<file path="src/rtl/fetch_port_arbiter_pkg.sv">
// Shared definitions for the fetch port arbiter: FSM states, owner ids,
// tag layout and the legal MEM_LAT range.
package fetch_port_arbiter_pkg;

  typedef enum logic {
    ST_ARB   = 1'b0,
    ST_DRAIN = 1'b1
  } arb_state_t;

  typedef logic owner_t;
  localparam owner_t OWN_F1 = 1'b0;
  localparam owner_t OWN_F2 = 1'b1;

  localparam int MEM_LAT_MIN = 1;
  localparam int MEM_LAT_MAX = 8;
  // Wide enough to hold MEM_LAT_MAX.
  localparam int DRAIN_W = $clog2(MEM_LAT_MAX + 1);

  typedef struct packed {
    logic   vld;
    owner_t own;
  } tag_t;

  function automatic bit lat_ok(input int lat);
    return (lat >= MEM_LAT_MIN) && (lat <= MEM_LAT_MAX);
  endfunction

endpackage

</file>
<file path="src/rtl/fetch_port_arbiter_if.sv">
// Bundle of the two fetch request ports, the flush input, the memory read
// port and the busy flag. The arbiter uses the slave modport; the fetch
// units / memory side use master.
interface fetch_port_arbiter_if #(
  parameter int ADDR_W = 32,
  parameter int DATA_W = 32
);
  logic              req1;
  logic [ADDR_W-1:0] addr1;
  logic              gnt1;
  logic              rvalid1;
  logic [DATA_W-1:0] rdata1;
  logic              req2;
  logic [ADDR_W-1:0] addr2;
  logic              gnt2;
  logic              rvalid2;
  logic [DATA_W-1:0] rdata2;
  logic              flush;
  logic              mem_rd;
  logic [ADDR_W-1:0] mem_addr;
  logic [DATA_W-1:0] mem_rdata;
  logic              busy;

  modport master (
    output req1, addr1, req2, addr2, flush, mem_rdata,
    input  gnt1, rvalid1, rdata1, gnt2, rvalid2, rdata2, mem_rd, mem_addr, busy
  );

  modport slave (
    input  req1, addr1, req2, addr2, flush, mem_rdata,
    output gnt1, rvalid1, rdata1, gnt2, rvalid2, rdata2, mem_rd, mem_addr, busy
  );
endinterface

</file>
<file path="src/rtl/fetch_port_arbiter_tag_pipe.sv">
// fetch_tag_pipe: MEM_LAT-deep {valid, owner} shift register that follows
// each issued read until its data comes back. clr wipes every stage.
module fetch_tag_pipe
  import fetch_port_arbiter_pkg::*;
#(
  parameter int MEM_LAT = 2
) (
  input  logic clk,
  input  logic reset,
  input  logic clr,
  input  tag_t tag_in,
  output tag_t head,
  output logic any_vld
);

  tag_t [MEM_LAT-1:0] pipe;

  // Shift one stage per cycle; a clear discards everything in flight.
  always_ff @(posedge clk or posedge reset) begin
    if (reset) begin
      pipe <= '0;
    end else begin
      pipe[0] <= clr ? tag_t'('0) : tag_in;
      for (int i = 1; i < MEM_LAT; i++)
        pipe[i] <= clr ? tag_t'('0) : pipe[i-1];
    end
  end

  // Any stage still holding a live read.
  always_comb begin
    any_vld = 1'b0;
    for (int i = 0; i < MEM_LAT; i++)
      any_vld = any_vld | pipe[i].vld;
  end

  assign head = pipe[MEM_LAT-1];

endmodule

</file>
<file path="src/rtl/fetch_port_arbiter.sv">
// fetch_port_arbiter: round-robin share of one instruction-memory read port
// between two fetch units, with return-data routing and flush/drain.
// Optional feature macro FETCH_ARB_PERF_EN adds saturating per-requester
// grant counters (grant_cnt1/grant_cnt2).
module fetch_port_arbiter
  import fetch_port_arbiter_pkg::*;
#(
  parameter int ADDR_W  = 32,
  parameter int DATA_W  = 32,
  parameter int MEM_LAT = 2,
  parameter int CNT_W   = 16
) (
  input  logic                clk,
  input  logic                reset,
  fetch_port_arbiter_if.slave bus
`ifdef FETCH_ARB_PERF_EN
  ,
  output logic [CNT_W-1:0]    grant_cnt1,
  output logic [CNT_W-1:0]    grant_cnt2
`endif
);

  if (!lat_ok(MEM_LAT) || CNT_W < 1) begin : g_bad_cfg
    $error("fetch_port_arbiter: MEM_LAT must be 1..8 and CNT_W >= 1");
  end

  arb_state_t         state, state_nxt;
  logic [DRAIN_W-1:0] drain_cnt;
  owner_t             last_grant;
  logic               gnt1, gnt2, mem_rd;
  owner_t             gnt_own;
  tag_t               tag_in, head;
  logic               any_vld;

  // FSM state register.
  always_ff @(posedge clk or posedge reset) begin
    if (reset) state <= ST_ARB;
    else       state <= state_nxt;
  end

  // FSM next state: flush always (re)enters drain; drain ends on the last count.
  always_comb begin
    state_nxt = state;
    case (state)
      ST_ARB:   if (bus.flush) state_nxt = ST_DRAIN;
      ST_DRAIN: if (!bus.flush && drain_cnt == DRAIN_W'(1)) state_nxt = ST_ARB;
      default:  state_nxt = ST_ARB;
    endcase
  end

  // FSM outputs: combinational round-robin grant, blocked by flush, drain and reset.
  always_comb begin
    logic arb_en;
    arb_en  = (state == ST_ARB) && !bus.flush && !reset;
    gnt1    = arb_en && bus.req1 && (!bus.req2 || last_grant == OWN_F2);
    gnt2    = arb_en && bus.req2 && (!bus.req1 || last_grant == OWN_F1);
    mem_rd  = gnt1 | gnt2;
    gnt_own = gnt2 ? OWN_F2 : OWN_F1;
  end

  // Drain counter covers the full memory latency after the last flush.
  always_ff @(posedge clk or posedge reset) begin
    if (reset)                  drain_cnt <= '0;
    else if (bus.flush)         drain_cnt <= DRAIN_W'(MEM_LAT);
    else if (state == ST_DRAIN) drain_cnt <= drain_cnt - DRAIN_W'(1);
  end

  // Round-robin pointer moves only on an actual issue.
  always_ff @(posedge clk or posedge reset) begin
    if (reset)       last_grant <= OWN_F2;
    else if (mem_rd) last_grant <= gnt_own;
  end

  assign tag_in = '{vld: mem_rd, own: gnt_own};

  fetch_tag_pipe #(.MEM_LAT(MEM_LAT)) u_tag_pipe (
    .clk     (clk),
    .reset   (reset),
    .clr     (bus.flush),
    .tag_in  (tag_in),
    .head    (head),
    .any_vld (any_vld)
  );

  // Data arriving in the flush cycle belongs to a discarded read, so mask it.
  always_comb begin
    bus.gnt1     = gnt1;
    bus.gnt2     = gnt2;
    bus.mem_rd   = mem_rd;
    bus.mem_addr = gnt1 ? bus.addr1 : (gnt2 ? bus.addr2 : '0);
    bus.rvalid1  = head.vld && head.own == OWN_F1 && !bus.flush;
    bus.rvalid2  = head.vld && head.own == OWN_F2 && !bus.flush;
    bus.rdata1   = bus.rvalid1 ? bus.mem_rdata : '0;
    bus.rdata2   = bus.rvalid2 ? bus.mem_rdata : '0;
    bus.busy     = (state != ST_ARB) || any_vld;
  end

`ifdef FETCH_ARB_PERF_EN
  // Saturating grant counters; flush does not touch them.
  always_ff @(posedge clk or posedge reset) begin
    if (reset) begin
      grant_cnt1 <= '0;
      grant_cnt2 <= '0;
    end else begin
      if (gnt1 && grant_cnt1 != '1) grant_cnt1 <= grant_cnt1 + CNT_W'(1);
      if (gnt2 && grant_cnt2 != '1) grant_cnt2 <= grant_cnt2 + CNT_W'(1);
    end
  end
`endif

endmodule

</file>
<file path="src/flat_wrapper.sv">
// flat-port wrapper written by rule: the top's interface ports become plain ports
module fetch_port_arbiter_flat import fetch_port_arbiter_pkg::*;
#(
  parameter int ADDR_W  = 32,
  parameter int DATA_W  = 32,
  parameter int MEM_LAT = 2,
  parameter int CNT_W   = 16
)
  (clk, reset, bus_req1, bus_addr1, bus_req2, bus_addr2, bus_flush, bus_mem_rdata, bus_gnt1, bus_rvalid1, bus_rdata1, bus_gnt2, bus_rvalid2, bus_rdata2, bus_mem_rd, bus_mem_addr, bus_busy);
  fetch_port_arbiter_if #(.ADDR_W(ADDR_W), .DATA_W(DATA_W)) bus_i ();
  input  logic clk;
  input  logic reset;
  input wire logic [$bits(bus_i.req1)-1:0] bus_req1;
  input wire logic [$bits(bus_i.addr1)-1:0] bus_addr1;
  input wire logic [$bits(bus_i.req2)-1:0] bus_req2;
  input wire logic [$bits(bus_i.addr2)-1:0] bus_addr2;
  input wire logic [$bits(bus_i.flush)-1:0] bus_flush;
  input wire logic [$bits(bus_i.mem_rdata)-1:0] bus_mem_rdata;
  output wire logic [$bits(bus_i.gnt1)-1:0] bus_gnt1;
  output wire logic [$bits(bus_i.rvalid1)-1:0] bus_rvalid1;
  output wire logic [$bits(bus_i.rdata1)-1:0] bus_rdata1;
  output wire logic [$bits(bus_i.gnt2)-1:0] bus_gnt2;
  output wire logic [$bits(bus_i.rvalid2)-1:0] bus_rvalid2;
  output wire logic [$bits(bus_i.rdata2)-1:0] bus_rdata2;
  output wire logic [$bits(bus_i.mem_rd)-1:0] bus_mem_rd;
  output wire logic [$bits(bus_i.mem_addr)-1:0] bus_mem_addr;
  output wire logic [$bits(bus_i.busy)-1:0] bus_busy;
  assign bus_i.req1 = bus_req1;
  assign bus_i.addr1 = bus_addr1;
  assign bus_i.req2 = bus_req2;
  assign bus_i.addr2 = bus_addr2;
  assign bus_i.flush = bus_flush;
  assign bus_i.mem_rdata = bus_mem_rdata;
  assign bus_gnt1 = bus_i.gnt1;
  assign bus_rvalid1 = bus_i.rvalid1;
  assign bus_rdata1 = bus_i.rdata1;
  assign bus_gnt2 = bus_i.gnt2;
  assign bus_rvalid2 = bus_i.rvalid2;
  assign bus_rdata2 = bus_i.rdata2;
  assign bus_mem_rd = bus_i.mem_rd;
  assign bus_mem_addr = bus_i.mem_addr;
  assign bus_busy = bus_i.busy;
  fetch_port_arbiter #(.ADDR_W(ADDR_W), .DATA_W(DATA_W), .MEM_LAT(MEM_LAT), .CNT_W(CNT_W)) u_core (.clk(clk), .reset(reset), .bus(bus_i));
endmodule
</file>
<file path="config.mk">
export PLATFORM = sky130hd
export DESIGN_NAME = fetch_port_arbiter_flat
export DESIGN_NICKNAME = d
export VERILOG_FILES = /design/src/rtl/fetch_port_arbiter_pkg.sv /design/src/rtl/fetch_port_arbiter_if.sv /design/src/rtl/fetch_port_arbiter_tag_pipe.sv /design/src/rtl/fetch_port_arbiter.sv /design/src/flat_wrapper.sv
export SDC_FILE = /design/constraint.sdc
export NUM_CORES = 1
export LEC_CHECK = 0
export ABC_AREA = 0
export CAP_MARGIN = 30
export CORE_AREA = 2 2 78 80
export DETAILED_ROUTE_END_ITERATION = 8
export DIE_AREA = 0 0 80 82
export GPL_TIMING_DRIVEN = 0
export HOLD_SLACK_MARGIN = 0.03
export PLACE_DENSITY_LB_ADDON = 0.12
export SETUP_SLACK_MARGIN = 0.4
export SLEW_MARGIN = 25
export SYNTH_ARGS = -nofsm -noshare
export SYNTH_HDL_FRONTEND = slang
export SYNTH_SLANG_ARGS = --single-unit
</file>
<file path="constraint.sdc">
create_clock -name clk -period 4.4 [get_ports clk]
set_clock_uncertainty 0.15 [all_clocks]
set_input_delay 0.88 -clock clk [delete_from_list [all_inputs] [get_ports clk]]
set_output_delay 0.88 -clock clk [all_outputs]
set_load 0.02 [all_outputs]
</file>
Word-level counts from Yosys, hierarchy flattened
Cells that the tools add are included.
Operators by class
  add/sub/neg operators: 1
  eq/ne operators: 1
  muxes and demuxes: 12
  bitwise gates (word level): 5
  reduce and logical (&&, ||, !) cells: 19
Operators with widths (count)
  $mux 32: 4
  $logic_and 1x1->1: 11
  $mux 4: 2
  $eq 4x1->1 const B: 1
  $logic_not 1->1: 4
  $mux 2: 2
  $sub 4x1->4 const B: 1
  $logic_or 1x1->1: 3
  $mux 1: 3
  $not 1->1: 3
  $or 1x1->1: 2
  $pmux 1 s2: 1
  $reduce_bool 2->1: 1
Word-level totals
  bits in registers: 10
  input port bits: 101

Logic depth before layout (Yosys ltp)
  depth after elaboration: 7
  depth in mapped cells: 5
  depth with buffers taken out: 4

Modules after synthesis
From an unflattened synthesis, not the netlist that was laid out.
Unflattened totals
  cells, all modules: 158
  area, all modules: 1272.5 µm²
Modules (own cells, without submodules)
  fetch_port_arbiter: times used 1, cells each 146, area each 1122.3 µm², sequential area each 151.4 µm²
  fetch_tag_pipe: times used 1, cells each 12, area each 150.1 µm², sequential area each 100.1 µm²

Worst setup path after synthesis
Ideal clock, no wire load.
  kind: input to output
  start point: input port bus_flush
  end point: output port bus_gnt2
  arrival: 1.923 ns
  data required time: 3.370 ns
  path slack: 1.447 ns
  cell stages on the path: 3
  buffers on the path: 1
  path through: buf_4 > or4b_4 > a21oi_1
On the way
  longest elaborated chain between the ends: 5
Ends and longest elaborated chain
  from (decl): RTL line flat_wrapper.sv:17  | input wire logic [$bits(bus_i.flush)-1:0] bus_flush;
  $logic_not 1->1: RTL line fetch_port_arbiter.sv:54  | arb_en = (state == ST_ARB) && !bus.flush && !reset;
  $logic_and 1x1->1 (2 in a row): RTL line fetch_port_arbiter.sv:54
  $logic_and 1x1->1 (2 in a row): RTL line fetch_port_arbiter.sv:56  | gnt2 = arb_en && bus.req2 && (!bus.req1 || last_grant == OWN_F1);
  to (decl): RTL line flat_wrapper.sv:22  | output wire logic [$bits(bus_i.gnt2)-1:0] bus_gnt2;
No other way between the ends.

Worst setup path in the final report
  start point: input port bus_req2
  end point: output port bus_mem_addr[13]
On the way
  longest elaborated chain between the ends: 4
Ends and longest elaborated chain
  from (decl): RTL line flat_wrapper.sv:15  | input wire logic [$bits(bus_i.req2)-1:0] bus_req2;
  $logic_and 1x1->1 / $logic_not 1->1 (equally long branches): RTL line fetch_port_arbiter.sv:56, fetch_port_arbiter.sv:55
  $logic_and 1x1->1 / $logic_or 1x1->1 (equally long branches): RTL line fetch_port_arbiter.sv:56, fetch_port_arbiter.sv:55
  $mux 32 / $logic_and 1x1->1 (equally long branches): RTL line fetch_port_arbiter.sv:90, fetch_port_arbiter.sv:55
  $mux 32 (*): RTL line fetch_port_arbiter.sv:90  | bus.mem_addr = gnt1 ? bus.addr1 : (gnt2 ? bus.addr2 : '0);
  to (decl): RTL line flat_wrapper.sv:26  | output wire logic [$bits(bus_i.mem_addr)-1:0] bus_mem_addr;
Mark *: on every way between the ends. The rest lies on a longest branch, timed or not.

==> reports/qor.yml <==
cap_violations: 0
yosys.area_share.xor_xnor: 0.005397
worst_pin_slew_ns: 0.3893
worst-setup-path-type: "in2out"
layout.nets: 512
postSynth.asyncResetShare: 1.000
postPlaceCellArea_mm2: 0.003729
cts_inserted_buffers: 3
initial_utilization: 0.2824
postSynthAreaPerCell_um2: 8.155
n_fill_cell: 526
slew_violations: 0
synthesis.area_mm2: 0.001623
die-area_mm2: 0.006560
ir_drop_uv: 260.8
synth-simple-area-share: 0.3416
period_minus_slack_ns: 3.849
synth.largest_area_cell: "and2_1"
clk_latency_ns: 0.23
vias: 2323
synth_seq_cells: 10
fmax_ghz: 0.2598
coreArea_mm2: 0.005746
viasPerCell: 4.800
critPathLaunch: "bus_req2"
synth.mux.area_fraction: 0.01311
numClockSinks: 10
seq_power_share: 0.235
critPathLaunchType: "input port"
postRouteAntennaNets: 0
drtPass1Iterations: 4
routed_wl_mm: 7.446
timing.rr.start: "u_core.state$_DFF_PP0_"
cts_buffer_depth: 2
synth_area_leaders: "and2_1 (25%), a32o_1 (20%), a21boi_0 (15%), dfrtp_1 (14%), clkbuf_1 (3.0%)"
synth_flop_cell: "dfrtp_1"
synth_compound_area_frac: 0.3793
globalRouteTotalUtil: 0.2070
clkTransAtPathRegs_ns: 0.05
grt_pass1_vias: 2208
finalSetupTns_ns: 0
switching_share: 0.3669
htreeDepth: 1
drive_above_1_share: 0.07108
cellLeakagePower_uw: 0.001479
antenna_found_initial: 1
power_frac_comb: 0.588
syn-num-nets: 302
yosysUniqueCellTypes: 33
timing.slew.headroom: 0.7401
cts_hold_buffers: 0
fp.dieW_um: 80
min_period_over_period: 0.8749
critPathArrivalTime_ns: 2.82
hold_path.class: "reg2reg"
clkPwrFrac: 0.177
setup_violations: 0
routedWlPerCell_um: 15.38
yosys-top-cells-count: "and2_1 (65), a21boi_0 (32), a32o_1 (32), clkbuf_1 (13)"
root_buffer: "clkbuf_8"
port_buffers: 201
outcome: "finished clean"
pin_count: 203
grt_setup_unrepaired: "no"
cp_max_fo: 10
r2r_slack_ns: 2.79
gp_congestion: 0.7348
drt_iter0_drc: 142
drc: 0
p_per_area_mw_per_mm2: 141.0
ys_seq_area_frac: 0.1550
synthAdderAreaFrac: 0.01542
p_switching_uw: 197.9
internal_power_uw: 341.5
grt_first_pass_wirelength_mm: 11.04
die_h_um: 82
gr-total-overflow: 0
synth_edf_count: 0
finalHoldViolCount: 0
synth_most_common_cell: "and2_1"
worstHoldStart: "u_core.u_tag_pipe.pipe[0]$_DFF_PP0_"
grt_max_degree: 11
yosysWarningCount: 0
final_cell_area_mm2: 0.003827
netlist_instances: 199
dp_hpwl_mm: 6.136
synth_top_family_by_area: "compound AO/OA/AOI/OAI gates"
worstPathRequired_ns: 3.37
area_growth_pct: 135.9
endpoint_kind: "primary output"
yosysTopAreaCellShare: 0.2506
cts_tree: "built"
rows: 28
[logic make-up (layout without fill, tap and decap cells)]
| kind of cell | Yosys count | after routing |
|---|---|---|
| AO/OA/AOI/OAI | 72 | 72 |
| adder cells (fa/ha/maj) | 2 | 2 |
| other | 0 | 1 |
| AND/OR/NAND/NOR | 83 | 83 |
| buffers and inverters | 29 | 238 |
| flip-flops | 10 | 10 |
| multiplexers | 2 | 2 |
| XOR/XNOR | 1 | 1 |
[per-stage QoR]
stage / std cells / setup WS, ns / util / hold WS, ns / power, uW
floorplan: 199 / 1.447 / - / 0.2885 / 289.1
global placement: 475 / 0.2832 / 0.6490 / 0.2948 / 438.0
detailed placement: 475 / 0.2739 / 0.6490 / 0.3064 / 443.2
CTS: 481 / 0.2562 / 0.6594 / 0.3172 / 542.2
global route: 484 / 0.4010 / 0.6662 / 0.3251 / 582.2
finish: 484 / 0.5506 / 0.6662 / 0.3120 / 539.5
[sequential cells by signal, indices dropped and copies added (netlist names)]
signal and flops:
u_core.u_tag_pipe.head 2, u_core.u_tag_pipe.pipe 2, u_core.last_grant 1, u_core.state 1, u_core.drain_cnt 4
[repair_timing]
item,in CTS,in global routing
endpoints found under the setup margin,61,93
buffers inserted,2,2
resized for setup,0,6
gates cloned,0,0
[worst max-delay path, cell delays in order]
cell and delay (ns):
clkdlybuf4s50_1 0.50, nand2b_1 0.11, clkbuf_1 0.24, buf_2 0.27, a32o_1 0.20, clkdlybuf4s50_1 0.62
[cell type report]
class	instances	area, um^2	share of cell area
Multi-Input combinational cell	160	1239	0.3236
Buffer	26	135.1	0.03531
Timing Repair Buffer	205	2049	0.5355
Clock buffer	4	45.04	0.01177
Sequential cell	10	251.5	0.06571
Inverter	3	11.26	0.002942
Tap cell	75	93.84	0.02452
Antenna cell	1	2.502	0.0006538
[metal layers]
metal | up-vias | wire, um | global-route usage
li1 | 1146 | - | -
met1 | 1060 | 2760 | 0.2437
met2 | 115 | 3909 | 0.3917
met3 | 2 | 764 | 0.05714
met4 | 0 | 12 | 0.01017
met5 | - | 0 | 0
[power by group through the flow]
stage,clock network (uW),registers (uW),logic [uW]
floorplan,0,124,165
global placement,0,127,311
detailed placement,0,128,316
CTS,98.6,126,317
global route,103,129,351
finish,95.5,127,317
[cells in the final DEF (no fill, tap or decap), types with 2 or more instances in the layout]
cell | Yosys | routed
nor4b_4 | 1 | 2
a21oi_1 | 3 | 3
clkbuf_1 | 13 | 13
nor2b_1 | 3 | 3
clkdlybuf4s50_1 | 0 | 198
o21a_1 | 2 | 2
a32o_1 | 32 | 32
inv_1 | 3 | 3
and2_1 | 65 | 65
buf_4 | 1 | 5
dlymetal6s2s_1 | 0 | 3
ha_1 | 2 | 2
buf_2 | 9 | 9
buf_6 | 3 | 3
a21o_1 | 2 | 2
dfrtp_1 | 9 | 9
nor2_1 | 2 | 2
clkbuf_8 | 0 | 3
a21boi_0 | 32 | 32
[worst paths after layout]
| check | depth (start not counted) | end |
|---|---|---|
| max | 6 | bus_mem_addr[13] |
| min | 1 | u_core.u_tag_pipe.head[0]$_DFF_PP0_ |
| max reg2reg | 3 | u_core.drain_cnt[3]$_DFFE_PP0P_ |
| max in group asynchronous | 2 | u_core.last_grant$_DFFE_PP1P_ |
| min in group asynchronous | 2 | u_core.u_tag_pipe.pipe[0]$_DFF_PP0_ |
| min reg2reg | 1 | u_core.u_tag_pipe.head[0]$_DFF_PP0_ |
(Power assumes the default switching activity.)
